**config.mk**
```make
export PLATFORM = sky130hd
export DESIGN_NAME = hazard_sched_ctrl
export DESIGN_NICKNAME = d
export VERILOG_FILES = /design/src/rtl/hazard_sched_ctrl.sv
export SDC_FILE = /design/constraint.sdc
export NUM_CORES = 1
export LEC_CHECK = 0
export ABC_CLOCK_PERIOD_IN_PS = 3400
export CORE_ASPECT_RATIO = 0.6
export CORE_UTILIZATION = 46
export DETAILED_ROUTE_END_ITERATION = 16
export PLACE_DENSITY = 0.85
export SYNTH_ARGS = -nofsm -noshare
export SYNTH_HDL_FRONTEND = slang
export SYNTH_SLANG_ARGS = --single-unit
export TNS_END_PERCENT = 10
```
**constraint.sdc**
```tcl
create_clock -name clk -period 3.4 [get_ports clk]
set_input_delay 0.68 -clock clk [delete_from_list [all_inputs] [get_ports clk]]
set_output_delay 0.68 -clock clk [all_outputs]
set_load 0.02 [all_outputs]
```
**src/rtl/hazard_sched_ctrl.sv**
```systemverilog
// hazard_sched_ctrl: stall/flush/forward control for the 5-stage RV32 pipeline with debug halt/step
module hazard_sched_ctrl #(
  parameter int CNT_W       = 16,
  parameter int TMO_W       = 8,
  parameter int MEM_TIMEOUT = 200
) (
  input  logic             clk,
  input  logic             rst,
  input  logic [4:0]       Rs1D,
  input  logic [4:0]       Rs2D,
  input  logic [4:0]       Rs1E,
  input  logic [4:0]       Rs2E,
  input  logic [4:0]       RdE,
  input  logic [4:0]       RdM,
  input  logic [4:0]       RdW,
  input  logic             LoadE,
  input  logic             RegWriteM,
  input  logic             RegWriteW,
  input  logic             PCSrcE,
  input  logic             MemReqM,
  input  logic             MemAckM,
  input  logic             halt_req,
  input  logic             step_req,
  output logic [1:0]       ForwardAE,
  output logic [1:0]       ForwardBE,
  output logic             StallF,
  output logic             StallD,
  output logic             StallE,
  output logic             StallM,
  output logic             FlushD,
  output logic             FlushE,
  output logic             FlushW,
  output logic             halted,
  output logic             mem_err,
  output logic [CNT_W-1:0] stall_cnt
);
  typedef enum logic [1:0] {RUN, MEM_WAIT, HALTED, STEP} state_t;
  state_t state, nextState;
  logic lwStall, memWait;
  logic sF, sD, sE, sM, fD, fE, fW, hlt;
  logic [1:0] fwdA, fwdB;
  logic [TMO_W-1:0] waitCnt;
  assign lwStall = LoadE && RdE != 5'd0 && (RdE == Rs1D || RdE == Rs2D);
  assign memWait = MemReqM && !MemAckM;
  assign fwdA = (RegWriteM && RdM != 5'd0 && RdM == Rs1E) ? 2'b10 :
                (RegWriteW && RdW != 5'd0 && RdW == Rs1E) ? 2'b01 : 2'b00;
  assign fwdB = (RegWriteM && RdM != 5'd0 && RdM == Rs2E) ? 2'b10 :
                (RegWriteW && RdW != 5'd0 && RdW == Rs2E) ? 2'b01 : 2'b00;
  always_comb begin
    {sF, sD, sE, sM, fD, fE, fW} = '0;
    nextState = state;
    hlt = state == HALTED || state == STEP;
    // a pending memory access freezes everything regardless of FSM state
    if (memWait) {sF, sD, sE, sM, fW} = '1;
    else if (state == HALTED) {sF, sD, fE} = '1;
    else if (PCSrcE) {fD, fE} = '1;
    else if (lwStall) {sF, sD, fE} = '1;
    case (state)
      RUN:      nextState = memWait ? MEM_WAIT : halt_req ? HALTED : RUN;
      MEM_WAIT: nextState = memWait ? MEM_WAIT : RUN;
      HALTED:   nextState = memWait ? HALTED : !halt_req ? RUN : step_req ? STEP : HALTED;
      STEP:     nextState = (memWait || sD) ? STEP : HALTED;
      default:  nextState = RUN;
    endcase
  end
  assign ForwardAE = rst ? fwdA : 2'b00;
  assign ForwardBE = rst ? fwdB : 2'b00;
  assign StallF = rst & sF;
  assign StallD = rst & sD;
  assign StallE = rst & sE;
  assign StallM = rst & sM;
  assign FlushD = rst & fD;
  assign FlushE = rst & fE;
  assign FlushW = rst & fW;
  assign halted = rst & hlt;
  always_ff @(posedge clk or negedge rst) begin
    if (!rst) begin
      state     <= RUN;
      waitCnt   <= '0;
      mem_err   <= 1'b0;
      stall_cnt <= '0;
    end else begin
      state   <= nextState;
      waitCnt <= !memWait ? '0 : (waitCnt == TMO_W'(MEM_TIMEOUT)) ? waitCnt : waitCnt + 1'b1;
      if (memWait && waitCnt == TMO_W'(MEM_TIMEOUT - 1)) mem_err <= 1'b1;
      if (sF && stall_cnt != '1) stall_cnt <= stall_cnt + 1'b1;
    end
  end
endmodule

```
==> qor.csv, run 1 <==
stage;metric;value;unit
run_status;outcome;finished clean;
worst_setup_path;worst-path-buf-inv;2;
worst_setup_path;max_stage_delay;0.54;ns
power_and_ir_drop;power_frac_seq;41.6;%
drt;vias;1690;
final_layout;fin_area;0.002696;sq mm
drt;drt-pass1-iter-count;4;
synth;synth_area;0.001797;sq mm
global_routing;grt_max_degree;35;
final_layout;drive_gt1_share;8.602;%
cts;cts.sinks;27;
cts;h-tree-depth;1;
floorplan;start_util;48.55;%
worst_setup_path;r2r-start;stall_cnt[0];
cts;cts_tree;built;
sta;fin_crit;3.349;ns
drt;route.detailed.drc;0;
power_and_ir_drop;finalPower;0.001074;W
sta;timing.hold.ws;0.4903;ns
hold_path;min_path_type;flop to flop;
sta;post-route-period-util;98.50;%
global_routing;grt_pass1_vias;1555;
synth;yosysTopAreaCellShare;37.60;%
final_layout;area_delta_synth_final;50.07;%
power_and_ir_drop;worst_ir_drop_vdd;0.4250;mV
hold_path;whs_path_depth;2;
hold_path;hp-start;mem_err;
sta;maxSlewHeadroom;70.36;%
sta;drv_slew;0;
sta;rsz0062_at_grt;true;
drt;ant_nets;0;
global_routing;grt_overflow;0;
synth;avgSynthCellArea;9.261;sq um
worst_setup_path;cpLargestDelayFamily;buffers and inverters;
final_layout;instances_no_fill;326;
place;dpl.hpwl;3.822;mm
sta;fmaxAchievable;0.2986;GHz
sta;hold_viol_final;0;
worst_setup_path;required;2.72;ns
hold_path;hold_path_end;mem_err;
final_layout;layout_common_cells;68 x clkdlybuf4s50_1, 36 x xor2_1, 27 x dfrtp_1;
place;placed_cells;322;
worst_setup_path;worstPathArrival;2.67;ns
worst_setup_path;rrSetupSlack;1.25;ns
final_layout;n_antenna_cell;0;
worst_setup_path;cp-end-kind;primary output;
power_and_ir_drop;comb_power_share;41.7;%
worst_setup_path;r2r-end;stall_cnt[1];
synth;yosysWarnings;0;
floorplan;dieArea;0.004168;sq mm
worst_setup_path;crit_chain;clkdlybuf4s50_1 > or4_1 > o21ai_1 > nor4_1 > and2_1 > clkdlybuf4s50_1;
power_and_ir_drop;p_sw;0.0003830;W
final_layout;multiInputGateArea;0.001056;sq mm
drt;drt_iter0_markers;88;
final_layout;nets;328;
synth;synthDistinctLibCells;35;
worst_setup_path;worstSetupStartpointType;input port;
synth;ys_top_cells_by_area;dfrtp_1 38%, xor2_1 18%, xnor2_1 6.3%, nand3_1 3.3%, nor2_1 3.3%;
sta;setup_viol;0;
cts;hold_buffers;0;
floorplan;die_width;82.69;microns
drt;drt-wirelength-per-cell;14.55;microns
power_and_ir_drop;switching_share;35.67;%
global_routing;track_usage;24.11;%
floorplan;die_h;50.41;microns
sta;worst_pin_slew;0.4412;ns
cts;clockRootBuffer;clkbuf_8;
global_routing;grt_pass1_wl;7.417;mm
drt;viasPerCell;5.184;
power_and_ir_drop;pwr-share-clk;16.7;%
synth;ys_ff_latch;27;
drt;totalWireLength;4.742;mm
run;max-cap-violations;0;
worst_setup_path;crit_type;input port to primary output;
synth;syn_nets;242;
worst_setup_path;slowest_stage;or4_1;
power_and_ir_drop;power_density;398.2;mW/mm^2
synth;synth_top_area_cell;dfrtp_1;
power_and_ir_drop;p_leak;1.150;nW
worst_setup_path;crit_top_cell;clkdlybuf4s50_1;
final_layout;mostFrequentLayoutCell;clkdlybuf4s50_1;
worst_setup_path;worstPathMaxFanout;2;
global_routing;antenna_found_initial;0;
cts;clockBufferDepth;2;
sta;skew;0.003927;ns
floorplan;top_level_ports;74;
place;io_buffers;73;
power_and_ir_drop;internal_power;0.0006906;W
worst_setup_path;rr_worst_depth;6;
place;place.gp.congestion;0.9248;
place;dpl_cell_area;0.002650;sq mm
cts;cts_buffers;3;
final_layout;register_area;675.6;sq um
cts;clk_pin_slew_worst_paths;0.09;ns
synth;syn_inst;194;
final_layout;fillers;284;
floorplan;coreArea;0.003701;sq mm
floorplan;rows;17;
cts;clock_latency;0.27;ns
synth;ys_seq_area_share;37.60;%
[cell usage after synthesis]
cell	instances
a21oi_1	4
a22oi_1	1
and2_1	5
and3_1	5
and4b_1	1
buf_4	3
buf_6	1
clkbuf_1	2
dfrtp_1	27
ha_1	3
inv_1	8
mux2_1	1
mux2_2	1
mux2i_1	1
nand2_1	7
nand2b_1	2
nand3_1	12
nand4_1	4
nor2_1	16
nor2b_1	3
nor3_1	11
nor4_1	6
o211ai_1	2
o21a_4	1
o21ai_0	3
o21ai_1	1
o311a_1	1
o31ai_1	1
o41ai_1	1
or2_2	3
or3_1	1
or3b_1	1
or4_1	6
xnor2_1	13
xor2_1	36
[routing by layer]
metal  wire length (microns)  vias up  global-route usage, %
met5                       0        -                      0
met4                      55        0                  5.747
met3                     245        8                  4.545
met2                    1948       44                  33.20
met1                    2492      803                  38.18
li1                        -      835                      -
[power groups by stage]
stage / Combinational [W] / Clock, W / Sequential, W
CTS: 0.000450 / 0.000184 / 0.000444
finish: 0.000448 / 0.000179 / 0.000446
detailed placement: 0.000451 / 0 / 0.000449
global placement: 0.000438 / 0 / 0.000447
global route: 0.000479 / 0.000195 / 0.000454
floorplan: 0.000174 / 0 / 0.000491
[what timing repair did]
item / 4_1_cts / 5_1_grt
gates resized for setup: 6 / 1
setup endpoints to repair: 6 / 2
gates cloned: 0 / 0
buffers inserted: 0 / 0
pin swaps: 0 / 0
[final cells by class]
cell class,count,share of cell area [%]
Clock buffer,3,1.531
Clock inverter,1,0.1856
Inverter,8,1.114
Multi-Input combinational cell,153,39.16
Sequential cell,27,25.06
Tap cell,47,2.181
Timing Repair Buffer,87,30.77
[stage by stage]
step                util [%]  setup slack [ns]   TNS (ns)
floorplan                  -            0.5226          0
global placement       71.60           -0.1644    -0.5208
detailed placement     71.60           -0.2539    -0.6793
CTS                    72.68           0.08543          0
global route           72.85         -0.002565  -0.002565
finish                 72.85           0.05105          0
[worst register-to-register path, stage by stage, from the launching register on]
cell,delay [ns]
dfrtp_1,0.43
ha_1,0.21
nand4_1,0.11
or4_1,0.52
or3b_1,0.20
o21a_4,0.23
mux2_1,0.34
[registers in the layout, summed over array words and instances (netlist names)]
register,count
mem_err,1
stall_cnt,16
waitCnt,8
state,2
[worst max-delay path by stage]
stage            from            to  slack [ns]  depth (start not counted)
2_1_floorplan  RdM[1]  ForwardAE[0]        0.52                          4
3_3_place_gp   RdM[1]  ForwardAE[0]       -0.16                          6
3_5_place_dp   RdM[1]  ForwardAE[0]       -0.25                          6
4_1_cts        RdM[1]  ForwardAE[1]        0.09                          6
5_1_grt        RdM[4]  ForwardBE[1]      -0.003                          7
6_report       RdM[1]  ForwardBE[1]        0.05                          6
[cells by family after synthesis]
kind of cell | after synthesis | share of synthesized area, %
AND/OR/NAND/NOR | 83 | 24.86
XOR/XNOR | 49 | 23.89
flip-flops | 27 | 37.60
AO/OA/AOI/OAI | 15 | 5.779
buffers and inverters | 14 | 3.969
multiplexers | 3 | 1.811
adder cells (fa/ha/maj) | 3 | 2.089
No activity file was read; power rests on OpenSTA's default activity.
==> run 2: changes to the inputs <==
- CAP_MARGIN: not set -> 15
==> results of run 2 <==
Final layout, timing and power as in run 1 (identical DEF).
